==> src/rtl/bcd_score_counter_if.sv <==
// rtl/bcd_score_counter_if.sv - control and status bundle for the BCD score counter
//
// Purpose: groups the counter's request inputs and value/status outputs.
// Signals:
//   en      count enable
//   clr     synchronous clear to INIT
//   inc     increment request (level or strobe)
//   dec     decrement request (level or strobe)
//   count   BCD value, one nibble per digit, ones in [3:0]
//   is_zero count == 0000
//   is_max  count == 9999
//   changed one-cycle pulse when count took a new value
// Modports: master drives requests and observes status; slave is the counter.
interface bcd_score_counter_if;
  logic        en;
  logic        clr;
  logic        inc;
  logic        dec;
  logic [15:0] count;
  logic        is_zero;
  logic        is_max;
  logic        changed;

  modport master (
    output en, clr, inc, dec,
    input  count, is_zero, is_max, changed
  );

  modport slave (
    input  en, clr, inc, dec,
    output count, is_zero, is_max, changed
  );
endinterface

==> src/rtl/bcd_score_counter.sv <==
// rtl/bcd_score_counter.sv - four-digit saturating BCD up/down counter
//
// Purpose: holds the score/energy value as four BCD digits feeding the
// seven-segment digit muxes, with zero/max flags and a change pulse.
// Parameters:
//   EDGE_DET  1: inc/dec count on their rising edge; 0: count every high cycle
//   INIT      BCD value loaded on reset and on clr (each nibble 0-9)
// Ports:
//   clk  system clock, rising edge
//   rst  asynchronous active-high reset
//   sb   slave side of bcd_score_counter_if (en/clr/inc/dec in,
//        count/is_zero/is_max/changed out)
module bcd_score_counter #(
  parameter bit          EDGE_DET = 1'b1,
  parameter logic [15:0] INIT     = 16'h0000
) (
  input logic                 clk,
  input logic                 rst,
  bcd_score_counter_if.slave  sb
);

  logic [15:0] count_q, count_d;
  logic        inc_q, inc_d;
  logic        dec_q, dec_d;
  logic        changed_q, changed_d;
  logic        inc_ev, dec_ev;
  logic        at_max, at_zero;

  // Add one with the carry rippling through all four digits in one cycle.
  function automatic logic [15:0] bcd_plus_one(input logic [15:0] v);
    logic [15:0] r;
    logic        c;
    r = v;
    c = 1'b1;
    for (int i = 0; i < 4; i++) begin
      if (c) begin
        if (v[i*4 +: 4] == 4'd9) begin
          r[i*4 +: 4] = 4'd0;
        end else begin
          r[i*4 +: 4] = v[i*4 +: 4] + 4'd1;
          c = 1'b0;
        end
      end
    end
    return r;
  endfunction

  // Subtract one with the borrow rippling through all four digits.
  function automatic logic [15:0] bcd_minus_one(input logic [15:0] v);
    logic [15:0] r;
    logic        b;
    r = v;
    b = 1'b1;
    for (int i = 0; i < 4; i++) begin
      if (b) begin
        if (v[i*4 +: 4] == 4'd0) begin
          r[i*4 +: 4] = 4'd9;
        end else begin
          r[i*4 +: 4] = v[i*4 +: 4] - 4'd1;
          b = 1'b0;
        end
      end
    end
    return r;
  endfunction

  assign at_max  = (count_q == 16'h9999);
  assign at_zero = (count_q == 16'h0000);

  always_comb begin
    inc_ev    = EDGE_DET ? (sb.inc & ~inc_q) : sb.inc;
    dec_ev    = EDGE_DET ? (sb.dec & ~dec_q) : sb.dec;
    // Edge history tracks the inputs every cycle, even while en is low, so
    // raising en under an already-high request does not count.
    inc_d     = sb.inc;
    dec_d     = sb.dec;
    count_d   = count_q;

    if (sb.clr) begin
      count_d = INIT;
    end else if (sb.en) begin
      if (inc_ev && !dec_ev && !at_max) begin
        count_d = bcd_plus_one(count_q);
      end else if (dec_ev && !inc_ev && !at_zero) begin
        count_d = bcd_minus_one(count_q);
      end
    end

    // Saturated or cancelled requests leave count_d equal to count_q, so
    // they never pulse; a repeated clr pulses only on its first cycle.
    changed_d = (count_d != count_q);
  end

  always_ff @(posedge clk or posedge rst) begin
    if (rst) begin
      count_q   <= INIT;
      inc_q     <= 1'b0;
      dec_q     <= 1'b0;
      changed_q <= 1'b0;
    end else begin
      count_q   <= count_d;
      inc_q     <= inc_d;
      dec_q     <= dec_d;
      changed_q <= changed_d;
    end
  end

  assign sb.count   = count_q;
  assign sb.is_zero = at_zero;
  assign sb.is_max  = at_max;
  assign sb.changed = changed_q;

endmodule

==> src/flat_wrapper.sv <==
// flat-port wrapper written by rule: the top's interface ports become plain ports
module bcd_score_counter_flat 
#(
  parameter bit          EDGE_DET = 1'b1,
  parameter logic [15:0] INIT     = 16'h0000
)
  (clk, rst, sb_en, sb_clr, sb_inc, sb_dec, sb_count, sb_is_zero, sb_is_max, sb_changed);
  bcd_score_counter_if sb_i ();
  input logic clk;
  input logic rst;
  input wire logic [$bits(sb_i.en)-1:0] sb_en;
  input wire logic [$bits(sb_i.clr)-1:0] sb_clr;
  input wire logic [$bits(sb_i.inc)-1:0] sb_inc;
  input wire logic [$bits(sb_i.dec)-1:0] sb_dec;
  output wire logic [$bits(sb_i.count)-1:0] sb_count;
  output wire logic [$bits(sb_i.is_zero)-1:0] sb_is_zero;
  output wire logic [$bits(sb_i.is_max)-1:0] sb_is_max;
  output wire logic [$bits(sb_i.changed)-1:0] sb_changed;
  assign sb_i.en = sb_en;
  assign sb_i.clr = sb_clr;
  assign sb_i.inc = sb_inc;
  assign sb_i.dec = sb_dec;
  assign sb_count = sb_i.count;
  assign sb_is_zero = sb_i.is_zero;
  assign sb_is_max = sb_i.is_max;
  assign sb_changed = sb_i.changed;
  bcd_score_counter #(.EDGE_DET(EDGE_DET), .INIT(INIT)) u_core (.clk(clk), .rst(rst), .sb(sb_i));
endmodule
==> config.mk <==
export PLATFORM = sky130hd
export DESIGN_NAME = bcd_score_counter_flat
export DESIGN_NICKNAME = d
export VERILOG_FILES = /design/src/rtl/bcd_score_counter_if.sv /design/src/rtl/bcd_score_counter.sv /design/src/flat_wrapper.sv
export SDC_FILE = /design/constraint.sdc
export NUM_CORES = 1
export LEC_CHECK = 0
export CAP_MARGIN = 40
export CELL_PAD_IN_SITES_DETAIL_PLACEMENT = 0
export CELL_PAD_IN_SITES_GLOBAL_PLACEMENT = 2
export CORE_ASPECT_RATIO = 0.8
export CORE_MARGIN = 5
export CORE_UTILIZATION = 33
export DETAILED_ROUTE_END_ITERATION = 8
export PLACE_DENSITY_LB_ADDON = 0.1
export SLEW_MARGIN = 20
export SYNTH_ARGS = -nofsm -noshare
export SYNTH_HDL_FRONTEND = slang
export SYNTH_SLANG_ARGS = --single-unit
==> constraint.sdc <==
create_clock -name clk -period 3.74 [get_ports clk]
set_input_delay 0.561 -clock clk [delete_from_list [all_inputs] [get_ports clk]]
set_output_delay 0.561 -clock clk [all_outputs]
set_load 0.02 [all_outputs]
# ---- Yosys cells after proc, flatten, opt, wreduce, memory -nomap -nowiden
# Cells that the tools add are included.
dict set report classes {
  bitwise 4
  mux 49
  n_eq_ne 6
  n_reduce_logical 13
  n_addsub 8
}
# operator n
set ops {}
lappend ops {{$mux W16} 4}
lappend ops {{$mux W4} 14}
lappend ops {{$mux W1} 31}
lappend ops {{$add A4 B1 Y4 const B} 4}
lappend ops {{$eq A16 B16 Y1 const B} 1}
lappend ops {{$eq A4 B4 Y1 const B} 4}
lappend ops {{$logic_not A16 Y1} 1}
lappend ops {{$logic_not A4 Y1} 4}
lappend ops {{$ne A16 B16 Y1} 1}
lappend ops {{$sub A4 B1 Y4 const B} 4}
lappend ops {{$logic_and A1 B1 Y1} 4}
lappend ops {{$logic_not A1 Y1} 4}
lappend ops {{$and A1 B1 Y1} 2}
lappend ops {{$not A1 Y1} 2}
dict set report totals {
  input_bits 6
  reg_bits 19
  wordCells 84
  out_inout_bits 19
}

# ---- Logic depth before layout (Yosys ltp)
# Gate-level depths: netlist of the first run.
dict set report logic_depth {
  ltp_word 25
  ltp_mapped 11
  depth_no_buf 9
}

# ---- Least setup slack after synthesis of the first run
# No wires, ideal clock.
dict set report synth_timing {
  path_kind {register -> register}
  from {register u_core.count_q[1] (netlist: u_core.sb.count[1])}
  to {register u_core.changed_q (netlist: u_core.sb.changed)}
  path_buffers 0
  synth_period_minus_slack_ns 2.729
  stages_incl_launch_ff 10
  required_ns 3.596
  setup_time_ns 0.144
  path_slack_ns 1.011
  arrival_ns 2.584
  path_cell_list {dfrtp_1 inv_1 ha_1 or3b_4 or4_4 nand2_1 o31ai_1 a21o_1 a2111oi_2 o211ai_1}
}
dict set report synth_via {
  elab_chain_len 22
  elab_cells_between_ends 50
  classes_between {2 x add/sub; 3 x eq/ne; 39 x mux; 6 x reduce/logical}
}
# item line
set synth_rtl {}
lappend synth_rtl {{start, declared} bcd_score_counter.sv:22} ;# logic [15:0] count_q, count_d;
lappend synth_rtl {{start signal, assigned} bcd_score_counter.sv:101} ;# count_q <= count_d;
lappend synth_rtl {{$logic_not A4 Y1} bcd_score_counter.sv:56} ;# if (v[i*4 +: 4] == 4'd0) begin
lappend synth_rtl {{$mux W1} bcd_score_counter.sv:56}
lappend synth_rtl {{$mux W1} bcd_score_counter.sv:84} ;# end else if (dec_ev && !inc_ev && !at_zero) begin
lappend synth_rtl {{$mux W1} bcd_score_counter.sv:82} ;# if (inc_ev && !dec_ev && !at_max) begin
lappend synth_rtl {{$mux W1} bcd_score_counter.sv:81} ;# end else if (sb.en) begin
lappend synth_rtl {{$mux W1} bcd_score_counter.sv:79} ;# if (sb.clr) begin
lappend synth_rtl {{$mux W1} bcd_score_counter.sv:55} ;# if (b) begin
lappend synth_rtl {{$mux W1} bcd_score_counter.sv:84}
lappend synth_rtl {{[7 not listed]} -}
lappend synth_rtl {{$mux W1} bcd_score_counter.sv:79}
lappend synth_rtl {{$mux W4} bcd_score_counter.sv:55}
lappend synth_rtl {{$mux W16} bcd_score_counter.sv:84}
lappend synth_rtl {{$mux W16} bcd_score_counter.sv:82}
lappend synth_rtl {{$mux W16} bcd_score_counter.sv:81}
lappend synth_rtl {{$mux W16} bcd_score_counter.sv:79}
lappend synth_rtl {{$ne A16 B16 Y1 *} bcd_score_counter.sv:91} ;# changed_d = (count_d != count_q);
lappend synth_rtl {{net u_core.changed_d} bcd_score_counter.sv:25} ;# logic changed_q, changed_d;
lappend synth_rtl {{end signal, assigned} bcd_score_counter.sv:104} ;# changed_q <= changed_d;
lappend synth_rtl {{end, declared} bcd_score_counter.sv:25}
# The timed path passes the listed nets; every way through them passes the cells marked *. The select of a mux whose other input is x is not followed.

# ---- Worst setup path in the final report of the first run
dict set report layout_timing {
  from {register u_core.count_q[9] (netlist: u_core.sb.count[9])}
  to {output sb_is_zero}
}
dict set report layout_via {
  elab_chain_len 1
}
# item line
set layout_rtl {}
lappend layout_rtl {{$logic_not A16 Y1} bcd_score_counter.sv:68} ;# assign at_zero = (count_q == 16'h0000);
lappend layout_rtl {{end, declared} flat_wrapper.sv:16} ;# output wire logic [$bits(sb_i.is_zero)-1:0] sb_is_zero;
# Every way passes these cells.

==> out/metrics.csv, run 1 <==
stage,metric,value,unit
placed_design,number of buffer cells added on primary ports,24,
run,reported max-cap violation count,0,
synth,async set-reset flop share out of synthesis,100,%
min_path,Hold Crit Class,input port to async pin,
synth,Synth Area in XOR/XNOR,1.63,%
global_route,most congested layer reported by global routing,met1,
synth,Synth Area in Simple Gates,31.5,%
cells_and_area,non-filler cells in the finished layout,394,
cells_and_area,area growth from synthesis to final layout,18.6,%
synth,largest family of logic cells by synthesized area,simple AND/OR/NAND/NOR gates,
placed_design,placed cell count,390,
synth,"Seq/Total Area, Yosys",22.1,%
sta,minimum period implied by the final worst setup slack,3.41,ns
global_route,first-pass GRT wire length,12800,um
die,Horiz. Die Dim,100,um
sta,Final period util,91.1,%
sta,final max-slew violation count,0,
clocking,level count of the clock H-tree,1,
routing,number of vias after detailed routing,2397,
routing,violation count after the first detailed-routing iteration,227,
cells_and_area,filler cell count in the final layout,700,
sta,setup skew after layout,0.00197,ns
setup_path,WS Path Type,flop to output pin,
setup_path,kind of start point of the critical path,flop,
global_route,fraction of met1 tracks used by global routing,29.8,%
clocking,cts bufs inserted,3,
power_and_ir_drop,IR Drop Worst-Case VDD,98.5,uV
cells_and_area,post-layout util,40.0,%
synth,average size of a mapped cell,7.39,um^2
routing,Routed WL,8030,um
routing,ANT nets after route,0,
clocking,Worst-path clk slew,0.08,ns
global_route,met3 track utilization from global routing,3.69,%
cells_and_area,"commonest cells after routing, fill and taps aside","32 x sky130_fd_sc_hd__nor2_1, 24 x sky130_fd_sc_hd__clkdlybuf4s50_1, 23 x sky130_fd_sc_hd__a21oi_1",
synth,number of synthesized register bits,19,
global_route,met2 routing resource usage after global routing,29.1,%
synth,flip-flop cell with the highest count after synthesis,sky130_fd_sc_hd__dfrtp_1,
clocking,number of cells upsized or downsized after cts,0,
sta,timing-limited maximum frequency,293,MHz
synth,number of unique standard cell types used by synthesis,58,
sta,normalized max-slew margin,55.8,%
power_and_ir_drop,PwrDens,262,nW/um^2
die,number of top-level pins,25,
setup_path,depth of the worst register-to-register path,9,
cells_and_area,antenna diode count,0,
placed_design,HPWL after detailed placement,5920,um
synth,post-synthesis instance total,291,
clocking,setup repair bufs after CTS,0,
synth,number of synthesized flops with an enable pin,0,
setup_path,cell with the largest stage delay on the worst path,sky130_fd_sc_hd__clkdlybuf4s50_1,
synth,area of the mapped netlist,2150,um^2
setup_path,Worst setup EP type,output pin,
placed_design,setup slack at placement,0.639,ns
placed_design,gp weighted congestion,0.901,
die,core area,6380,um^2
power_and_ir_drop,post-layout power,0.668,mW
cells_and_area,share of final-layout standard cells stronger than drive strength 1,7.10,%
setup_path,critical path's largest stage delay,0.62,ns
cells_and_area,number of nets in the layout,329,
global_route,global route overflow,0,
synth,fraction of synthesized area in multiplexers,1.86,%
routing,Avg Vias per Cell,6.08,
sta,smallest setup slack after layout,0.332,ns
status,run status,"complete, no violations",
clocking,CTS Sinks,19,
die,area of the die,8240,um^2
global_route,largest net degree at the start of global routing,26,
die,Initial Util,33.7,%
routing,Pre-Repair DR Iteration Count,5,
setup_path,"Cell Chain, Critical Path",inv_1 > ha_1 > nor3b_1 > nand3_1 > nor2_1 > clkdlybuf4s50_1,
synth,"share of synthesized cell area in full adder, half adder and majority cells",6.98,%
cells_and_area,"commonest non-fill, non-tap cell in the layout",sky130_fd_sc_hd__nor2_1,
clocking,clk buf depth,2,
synth,fraction of the mapped netlist area in compound gates,30.6,%
sta,pin slew with the least headroom to its limit,0.661,ns
die,die height,82.2,um
setup_path,Required @ worst endpoint,3.18,ns
setup_path,worst path arrival time,2.85,ns
synth,post-synth net total,309,
clocking,clock tree from TritonCTS,done,
die,site row count,26,
clocking,# hold bufs at CTS,0,
sta,Setup-failing EPs final,0,
power_and_ir_drop,cell leakage power,0.949,nW
clocking,Clock Latency Late Sink,0.27,ns
global_route,vias in the first global route,2273,
clocking,root buffer cell,sky130_fd_sc_hd__clkbuf_8,
sta,hold violation total from the final report,0,
global_route,number of antenna violations at the first check in global routing,0,
setup_path,top fanout value on the critical path,10,
routing,final routed DRC violation total,0,
routing,Avg WL per Cell,20.4,um
sta,unrepaired setup endpoints after global routing,no,
global_route,overall routing resource usage,19.9,%
sta,setup_tns,0,ns
synth,number of warnings reported in the yosys synthesis log,0,
-- path summary, 6_finish.rpt --
check / start / slack [ns] / to
max: u_core.sb.count[9] / 0.33 / sb_is_zero
min: rst / 0.58 / u_core.sb.count[4]
max reg2reg: u_core.sb.count[9] / 0.61 / u_core.sb.changed
min reg2reg: u_core.sb.count[15] / 0.68 / u_core.sb.count[15]
max in group asynchronous: rst / 2.74 / u_core.sb.count[9]
min in group clk: u_core.sb.count[15] / 0.68 / u_core.sb.count[15]
-- routing by layer --
layer	wire, um	vias up
met5	0	-
met4	104	0
met3	474	10
met2	3340	92
met1	4110	1158
li1	-	1137
-- worst max-delay path, delay by kind of cell, from the launching register on --
kind | cells | cell delay, ns
flip-flops | 1 | 0.52
adder cells (fa/ha/maj) | 1 | 0.26
buffers and inverters | 2 | 0.82
AND/OR/NAND/NOR | 3 | 0.97
-- cells by family after synthesis --
kind of cell               after synthesis
and+or+nand+nor                        126
AOI/OAI and AO/OA                       96
buffers and inverters                   30
DFF                                     19
adders and majority gates               12
xor gates and xnor gates                 4
muxes                                    4
-- layout make-up --
class | count | area [um^2] | area share, %
sequential | 19 | 475 | 18.6
tap | 84 | 105 | 4.12
clock buffer | 4 | 45.0 | 1.77
multi-input combinational | 242 | 1560 | 61.2
timing repair buffer | 34 | 323 | 12.7
inverter | 11 | 41.3 | 1.62
-- metrics by stage --
stage	hold slack (ns)	instance area (um^2)
CTS	0.593	2550
global placement	0.641	2490
detailed placement	0.660	2500
floorplan	0.512	2150
global route	0.611	2550
finish	0.576	2550
-- power breakdown --
part	leakage, nW	internal (mW)	total, mW	switching (mW)
logic	0.674	0.108	0.263	0.155
clock network	0.0228	0.0762	0.160	0.0838
registers	0.251	0.217	0.245	0.0271
total	0.949	0.402	0.668	0.266
-- cells in the mapped netlist, types with 2 or more instances --
master | instances | area share [%]
sky130_fd_sc_hd__o31ai_1 | 4 | 1.4
sky130_fd_sc_hd__nand2_1 | 20 | 3.5
sky130_fd_sc_hd__a211oi_1 | 6 | 2.1
sky130_fd_sc_hd__nand3_1 | 13 | 3.0
sky130_fd_sc_hd__a21oi_1 | 23 | 5.4
sky130_fd_sc_hd__a21o_1 | 4 | 1.4
sky130_fd_sc_hd__ha_1 | 12 | 7.0
sky130_fd_sc_hd__nor3b_2 | 2 | 1.2
sky130_fd_sc_hd__a311o_1 | 4 | 1.9
sky130_fd_sc_hd__o211ai_1 | 3 | 1.0
sky130_fd_sc_hd__mux2i_1 | 4 | 1.9
sky130_fd_sc_hd__and3b_1 | 3 | 1.2
sky130_fd_sc_hd__xnor2_1 | 3 | 1.2
sky130_fd_sc_hd__o21ai_0 | 17 | 4.0
sky130_fd_sc_hd__nand3b_1 | 4 | 1.4
sky130_fd_sc_hd__o21a_1 | 3 | 1.0
sky130_fd_sc_hd__or3_1 | 2 | 0.58
sky130_fd_sc_hd__inv_1 | 11 | 1.9
sky130_fd_sc_hd__clkbuf_1 | 16 | 2.8
sky130_fd_sc_hd__nor2b_1 | 7 | 2.0
sky130_fd_sc_hd__a32oi_1 | 3 | 1.2
sky130_fd_sc_hd__o22ai_1 | 3 | 0.87
sky130_fd_sc_hd__nor3b_1 | 5 | 1.7
sky130_fd_sc_hd__nor2_1 | 32 | 5.6
sky130_fd_sc_hd__nor4b_1 | 2 | 0.81
sky130_fd_sc_hd__o221ai_1 | 4 | 1.6
sky130_fd_sc_hd__a2bb2oi_1 | 2 | 0.81
sky130_fd_sc_hd__a31oi_1 | 3 | 0.87
sky130_fd_sc_hd__buf_2 | 2 | 0.47
sky130_fd_sc_hd__dfrtp_1 | 19 | 22
sky130_fd_sc_hd__a22oi_1 | 2 | 0.70
sky130_fd_sc_hd__a2111oi_0 | 2 | 0.81
sky130_fd_sc_hd__nor3_1 | 14 | 3.3
sky130_fd_sc_hd__a311oi_1 | 2 | 0.81
sky130_fd_sc_hd__nand4_1 | 4 | 1.2
sky130_fd_sc_hd__nor4_1 | 5 | 1.5
sky130_fd_sc_hd__nand2b_1 | 5 | 1.5
-- flip-flops by register name, indices dropped and copies added, names as in the netlist --
register           count
u_core.dec_q           1
u_core.inc_q           1
u_core.sb.count       16
u_core.sb.changed      1
Note: power is estimated with default switching activity, not from simulation.
==> inputs of run 2 (changes only) <==
==> constraint.sdc (replaced) <==
create_clock -name clk -period 3.74 [get_ports clk]
set_input_delay 0.935 -clock clk [delete_from_list [all_inputs] [get_ports clk]]
set_output_delay 0.935 -clock clk [all_outputs]
set_load 0.02 [all_outputs]
==> out/metrics.csv, run 2 (synthesis gave the netlist of run 1 again) <==
stage,metric,value,unit,change
cells_and_area,post-layout util,41.3,%,+1.3 points
min_path,worst hold path cell count,2,,
cells_and_area,"commonest non-fill, non-tap cell in the layout",sky130_fd_sc_hd__nor2_1,,
sta,unrepaired setup endpoints after global routing,no,,
sta,Final period util,91.4,%,+0.28 points
clocking,Clock Latency Late Sink,0.28,ns,about the same
run,reported max-cap violation count,0,,unchanged
cells_and_area,number of nets in the layout,340,,+3.3%
sta,timing-limited maximum frequency,293,MHz,-0.30%
global_route,global route overflow,0,,unchanged
cells_and_area,flip-flop count of the largest register after layout,16,,unchanged
placed_design,HPWL after detailed placement,5980,um,+0.91%
power_and_ir_drop,cell leakage power,1.01,nW,+6.3%
setup_path,buffering stage count on the worst path with inverters included,2,,unchanged
die,core area,6380,um^2,unchanged
sta,final max-slew violation count,0,,unchanged
setup_path,Worst setup EP type,output pin,,
setup_path,"Cell Chain, Critical Path",inv_1 > ha_1 > and3b_1 > nand3_1 > nor2_1 > clkdlybuf4s50_1,,
routing,Avg WL per Cell,19.7,um,-3.3%
setup_path,worst path arrival time,2.48,ns,-0.37 ns
cells_and_area,total area of multi-input combinational cells,1560,um^2,unchanged
min_path,startpoint of the most critical hold path,u_core.sb.count[15],,
clocking,setup repair bufs after CTS,0,,unchanged
setup_path,Required @ worst endpoint,2.80,ns,-0.38 ns
sta,Setup-failing EPs final,0,,unchanged
clocking,Worst-path clk slew,0.09,ns,about the same
status,run status,"complete, no violations",,
cells_and_area,FF/Latch Area,475,um^2,unchanged
setup_path,top fanout value on the critical path,9,,-1
clocking,clock tree from TritonCTS,done,,
power_and_ir_drop,post-layout power,0.681,mW,+2.0%
setup_path,depth of the worst register-to-register path,9,,unchanged
sta,setup skew after layout,0.00863,ns,+0.00666 ns
routing,number of vias after detailed routing,2446,,+2.0%
cells_and_area,"commonest cells after routing, fill and taps aside","32 x sky130_fd_sc_hd__nor2_1, 24 x sky130_fd_sc_hd__clkdlybuf4s50_1, 23 x sky130_fd_sc_hd__a21oi_1",,
die,number of top-level pins,25,,unchanged
routing,Avg Vias per Cell,6.04,,-0.73%
die,area of the die,8240,um^2,unchanged
setup_path,critical path's largest stage delay,0.62,ns,about the same
cells_and_area,filler cell count in the final layout,694,,-0.86%
clocking,# hold bufs at CTS,0,,unchanged
sta,hold violation total from the final report,0,,unchanged
setup_path,r2r startpoint,u_core.sb.count[13],,
setup_path,R2R Setup Slk,0.69,ns,+0.08 ns
die,Horiz. Die Dim,100,um,unchanged
clocking,CTS Sinks,19,,unchanged
routing,Pre-Repair DR Iteration Count,4,,-1
cells_and_area,share of final-layout standard cells stronger than drive strength 1,10.6,%,+3.5 points
placed_design,gp weighted congestion,0.911,,+1.1%
sta,pin slew with the least headroom to its limit,0.632,ns,-0.0294 ns
global_route,first-pass GRT wire length,12900,um,+0.65%
routing,ANT nets after route,0,,unchanged
die,die height,82.2,um,unchanged
sta,setup_tns,0,ns,unchanged
min_path,hold-critical path endpoint,u_core.sb.count[15],,
global_route,number of antenna violations at the first check in global routing,0,,unchanged
global_route,largest net degree at the start of global routing,29,,+12%
routing,violation count after the first detailed-routing iteration,252,,+11%
clocking,number of cells upsized or downsized after cts,0,,unchanged
setup_path,Top delay family on crit path,buffers and inverters,,
die,site row count,26,,unchanged
sta,minimum period implied by the final worst setup slack,3.42,ns,+0.0104 ns
setup_path,worst setup path startpoint,u_core.sb.count[1],,
placed_design,number of buffer cells added on primary ports,24,,unchanged
clocking,level count of the clock H-tree,1,,unchanged
global_route,vias in the first global route,2391,,+5.2%
routing,Routed WL,7980,um,-0.62%
setup_path,kind of start point of the critical path,flop,,
power_and_ir_drop,PwrDens,259,nW/um^2,-1.2%
clocking,root buffer cell,sky130_fd_sc_hd__clkbuf_8,,
min_path,Hold Crit Class,flop to flop,,
global_route,overall routing resource usage,20.1,%,+0.16 points
cells_and_area,area growth from synthesis to final layout,22.5,%,
power_and_ir_drop,IR Drop Worst-Case VDD,130,uV,+32%
setup_path,WS Path Type,flop to output pin,,
clocking,clk buf depth,2,,unchanged
sta,normalized max-slew margin,56.8,%,+0.97 points
setup_path,cell with the largest stage delay on the worst path,sky130_fd_sc_hd__clkdlybuf4s50_1,,
routing,final routed DRC violation total,0,,unchanged
clocking,cts bufs inserted,3,,unchanged
die,Initial Util,33.7,%,unchanged
setup_path,endpoint of the worst-slack reg-to-reg timing path,u_core.sb.changed,,
cells_and_area,antenna diode count,0,,unchanged
==> run 2: worst max path at each step <==
stage	end	slack [ns]	depth (start not counted)
finish	sb_is_max	0.32	6
global route	sb_is_max	0.14	6
CTS	sb_is_max	0.31	6
detailed placement	u_core.sb.changed	0.25	9
global placement	u_core.sb.changed	0.30	9
floorplan	u_core.sb.changed	1.01	9
==> run 2: metal layers <==
layer	vias to the layer above	wire length [um]	global-route usage [%]
met5	-	0	0
met4	0	113	4.58
met3	12	618	4.62
met2	101	3330	29.9
met1	1177	3920	29.4
li1	1156	-	-
==> run 2: layout make-up <==
cell class,count,share of cell area [%]
sequential,19,18.1
timing repair buffer,45,15.4
clock inverter,1,0.190
tap,84,3.99
clock buffer,3,1.57
multi-input combinational,242,59.2
inverter,11,1.57
==> run 2: stage by stage <==
| step | cells | hold slack, ns | setup slack [ns] | cell area [um^2] |
|---|---|---|---|---|
| finish | 405 | 0.650 | 0.322 | 2630 |
| global route | 405 | 0.717 | 0.144 | 2630 |
| CTS | 405 | 0.652 | 0.308 | 2630 |
| detailed placement | 401 | 0.629 | 0.247 | 2590 |
| global placement | 400 | 0.634 | 0.299 | 2570 |
| floorplan | 291 | 0.695 | 1.01 | 2150 |
==> run 2: where the power goes <==
part           internal [mW]  switching [mW]  leakage, nW
clock network         0.0748          0.0906       0.0255
registers              0.218          0.0210        0.251
logic                  0.116           0.161        0.731
==> run 2: worst min-delay path: cells and delay by family, from the launching register on <==
| family | cells | cell delay [ns] |
|---|---|---|
| and+or+nand+nor | 1 | 0.07 |
| DFF | 1 | 0.45 |
| xor gates and xnor gates | 1 | 0.09 |
==> inputs of run 3 (changes only) <==
- ABC_AREA: not set -> 1
- CORE_UTILIZATION: 33 -> 30
==> out/metrics.csv, run 3 <==
stage,metric,value,unit,change
synth,commonest cells in the netlist,"136 x sky130_fd_sc_hd__nand2_1, 41 x sky130_fd_sc_hd__nor2_1, 37 x sky130_fd_sc_hd__inv_1",,
power_and_ir_drop,register share of total power,34.2,%,-0.8 points
clocking,number of cells upsized or downsized after cts,0,,unchanged
power_and_ir_drop,Switching Fraction,43.8,%,+3.7 points
synth,area of the mapped netlist,2290,um^2,+6.5%
routing,Avg WL per Cell,14.2,um,-28%
synth,post-synthesis instance total,389,,+34%
power_and_ir_drop,cell leakage power,1.40,nW,+39%
synth,cell accounting for the most synthesized area,sky130_fd_sc_hd__nand2_1,,
power_and_ir_drop,Sw Pwr,0.318,mW,+16%
setup_path,Required @ worst endpoint,2.80,ns,about the same
setup_path,Worst setup EP type,output pin,,
global_route,vias in the first global route,2258,,-5.6%
status,run status,"complete, no violations",,
synth,number of warnings reported in the yosys synthesis log,0,,unchanged
cells_and_area,number of nets in the layout,430,,+26%
sta,normalized max-slew margin,66.5,%,+9.7 points
sta,Final period util,90.1,%,-1.3 points
setup_path,endpoint of the worst-slack reg-to-reg timing path,u_core.sb.changed,,
clocking,CTS Sinks,19,,unchanged
routing,Avg Vias per Cell,4.66,,-23%
clocking,level count of the clock H-tree,1,,unchanged
cells_and_area,"commonest non-fill, non-tap cell in the layout",sky130_fd_sc_hd__nand2_1,,
global_route,largest net degree at the start of global routing,24,,-17%
placed_design,gp weighted congestion,0.813,,-11%
setup_path,R2R Setup Slk,1.06,ns,+0.37 ns
cells_and_area,"commonest cells after routing, fill and taps aside","136 x sky130_fd_sc_hd__nand2_1, 41 x sky130_fd_sc_hd__nor2_1, 37 x sky130_fd_sc_hd__inv_1",,
die,area of the die,9490,um^2,+15%
synth,number of synthesized register bits,19,,unchanged
synth,most instantiated library cell after synthesis,sky130_fd_sc_hd__nand2_1,,
routing,ANT nets after route,0,,unchanged
synth,number of synthesized flops with an enable pin,0,,unchanged
power_and_ir_drop,share of total power in combinational logic,43.2,%,+2.5 points
clocking,clk buf depth,2,,unchanged
sta,Setup-failing EPs final,0,,unchanged
synth,flip-flop cell with the highest count after synthesis,sky130_fd_sc_hd__dfrtp_1,,
cells_and_area,post-layout util,36.2,%,-5.1 points
synth,largest family of logic cells by synthesized area,simple AND/OR/NAND/NOR gates,,
routing,final routed DRC violation total,0,,unchanged
cells_and_area,flip-flop count of the largest register after layout,16,,unchanged
global_route,first-pass GRT wire length,12100,um,-6.0%
min_path,hold-critical path endpoint,u_core.sb.count[15],,
synth,Synth Area in Simple Gates,51.7,%,+20 points
routing,Routed WL,7340,um,-8.0%
die,number of top-level pins,25,,unchanged
setup_path,"Cell Chain, Critical Path",inv_1 > ha_1 > nand2_2 > nor2_4 > nand2_4 > inv_1 > clkdlybuf4s50_1,,
clocking,setup repair bufs after CTS,0,,unchanged
min_path,startpoint of the most critical hold path,u_core.sb.count[15],,
synth,post-synth net total,407,,+32%
setup_path,depth of the worst register-to-register path,15,,+6
synth,Synth Area in XOR/XNOR,1.15,%,-0.48 points
routing,Pre-Repair DR Iteration Count,5,,+1
synth,cell types occupying the most area after synthesis,"sky130_fd_sc_hd__nand2_1 22%, sky130_fd_sc_hd__dfrtp_1 21%, sky130_fd_sc_hd__nand3_1 7.9%, sky130_fd_sc_hd__nor2_1 6.7%, sky130_fd_sc_hd__ha_1 6.6%",,
cells_and_area,filler cell count in the final layout,874,,+26%
sta,hold violation total from the final report,0,,unchanged
clocking,clock tree from TritonCTS,done,,
sta,minimum period implied by the final worst setup slack,3.37,ns,-0.0501 ns
die,die height,88.2,um,+7.2%
sta,final max-slew violation count,0,,unchanged
routing,violation count after the first detailed-routing iteration,80,,-68%
setup_path,most prevalent standard cell on the critical path,sky130_fd_sc_hd__inv_1,,
setup_path,critical path's largest stage delay,0.61,ns,about the same
die,Initial Util,30.8,%,-2.9 points
global_route,overall routing resource usage,16.4,%,-3.7 points
clocking,cts bufs inserted,3,,unchanged
sta,post-route worst hold slack,0.626,ns,-0.0241 ns
clocking,# hold bufs at CTS,0,,unchanged
synth,number of unique standard cell types used by synthesis,29,,-50%
synth,async set-reset flop share out of synthesis,100,%,unchanged
placed_design,number of buffer cells added on primary ports,24,,unchanged
power_and_ir_drop,PwrDens,270,nW/um^2,+4.4%
setup_path,r2r startpoint,u_core.sb.count[1],,
sta,setup skew after layout,0.00160,ns,-0.00703 ns
run,reported max-cap violation count,0,,unchanged
power_and_ir_drop,IR Drop Worst-Case VDD,122,uV,-6.2%
setup_path,WS Path Type,flop to output pin,,
power_and_ir_drop,clock network fraction of design power,22.6,%,-1.7 points
setup_path,kind of start point of the critical path,flop,,
sta,unrepaired setup endpoints after global routing,no,,
synth,"Seq/Total Area, Yosys",20.8,%,-1.4 points
global_route,global route overflow,0,,unchanged
synth,area share of the largest cell type after synthesis,22.3,%,+0.18 points
synth,fraction of the mapped netlist area in compound gates,8.41,%,-22 points
die,site row count,28,,+7.7%
clocking,Clock Latency Late Sink,0.27,ns,about the same
sta,setup_tns,0,ns,unchanged
power_and_ir_drop,internal portion of total power,0.408,mW,-0.15%
synth,fraction of synthesized area in multiplexers,0,%,-1.9 points
cells_and_area,antenna diode count,0,,unchanged
global_route,number of antenna violations at the first check in global routing,0,,unchanged
setup_path,cell with the largest stage delay on the worst path,sky130_fd_sc_hd__clkdlybuf4s50_1,,
cells_and_area,area growth from synthesis to final layout,17.3,%,
setup_path,Top delay family on crit path,buffers and inverters,,
synth,average size of a mapped cell,5.89,um^2,-20%
sta,timing-limited maximum frequency,297,MHz,+1.5%
min_path,Hold Crit Class,flop to flop,,
min_path,worst hold path cell count,2,,unchanged
die,core area,7430,um^2,+16%
clocking,Worst-path clk slew,0.09,ns,about the same
setup_path,worst path arrival time,2.43,ns,-0.05 ns
sta,pin slew with the least headroom to its limit,0.502,ns,-0.129 ns
cells_and_area,share of final-layout standard cells stronger than drive strength 1,9.98,%,-0.62 points
synth,"share of synthesized cell area in full adder, half adder and majority cells",6.55,%,-0.43 points
die,Horiz. Die Dim,108,um,+7.4%
setup_path,top fanout value on the critical path,10,,+1
routing,number of vias after detailed routing,2407,,-1.6%
clocking,root buffer cell,sky130_fd_sc_hd__clkbuf_8,,
placed_design,HPWL after detailed placement,5510,um,-7.8%
setup_path,buffering stage count on the worst path with inverters included,3,,+1
[run 3: cell types whose count changed after synthesis, sizes merged, moves of 7 or more]
cell / change
nand3: +28
nor3b: -7
nand4: +12
buf: +7
inv: +33
clkbuf: -12
nor2: +16
nor2b: -7
nand2: +125
nor3: -10
[run 3: tightest hold or removal path: stages, from the launching register on]
cell	delay [ns]
sky130_fd_sc_hd__dfrtp_1	0.45
sky130_fd_sc_hd__inv_1	0.09
sky130_fd_sc_hd__a21oi_1	0.06
[run 3: metrics by stage]
step	std cells	power (mW)	instance area (um^2)	setup WS [ns]
after floorplan	389	0.472	2290	1.31
after global placement	511	0.568	2630	0.605
after detailed placement	512	0.566	2640	0.632
after CTS	516	0.737	2690	0.360
after global routing	516	0.788	2690	0.148
final	516	0.725	2690	0.372
[run 3: layer usage]
layer	GRT usage [%]	up-vias	wire length [um]
met1	25.7	1077	4050
met3	3.24	2	373
li1	-	1281	-
met4	2.06	0	29
met5	0	-	0
met2	23.6	47	2890
[run 3: logic make-up (layout without fill, tap and decap cells)]
kind of cell | count (synthesis) | count (layout)
simple gates | 257 | 257
buf+inv | 60 | 82
compound gates | 38 | 38
flops | 19 | 19
fa+ha+maj | 12 | 12
xor+xnor | 3 | 3
[run 3: how the worst max path moves through the flow]
stage / slack [ns] / from / endpoint / depth (start not counted)
floorplan: 1.31 / u_core.sb.count[5] / sb_is_max / 6
global placement: 0.60 / sb_dec / u_core.sb.changed / 15
detailed placement: 0.63 / sb_dec / u_core.sb.changed / 15
CTS: 0.36 / u_core.sb.count[0] / sb_is_zero / 7
global route: 0.15 / u_core.sb.count[0] / sb_is_zero / 7
finish: 0.37 / u_core.sb.count[0] / sb_is_zero / 7
[run 3: cell type report]
class                           instances  area, um^2  area share [%]
Clock buffer                            4        45.0            1.68
Timing Repair Buffer                   32         308            11.5
Tap cell                              105         131            4.89
Sequential cell                        19         475            17.7
Multi-Input combinational cell        310        1550            57.8
Inverter                               46         173            6.43
[run 3: power groups by stage]
stage                     combinational, mW  clock (mW)  sequential, mW
after floorplan                       0.218           0           0.254
after global placement                0.315           0           0.253
after detailed placement              0.314           0           0.252
after CTS                             0.316       0.174           0.248
after global routing                  0.358       0.179           0.251
final                                 0.313       0.164           0.248
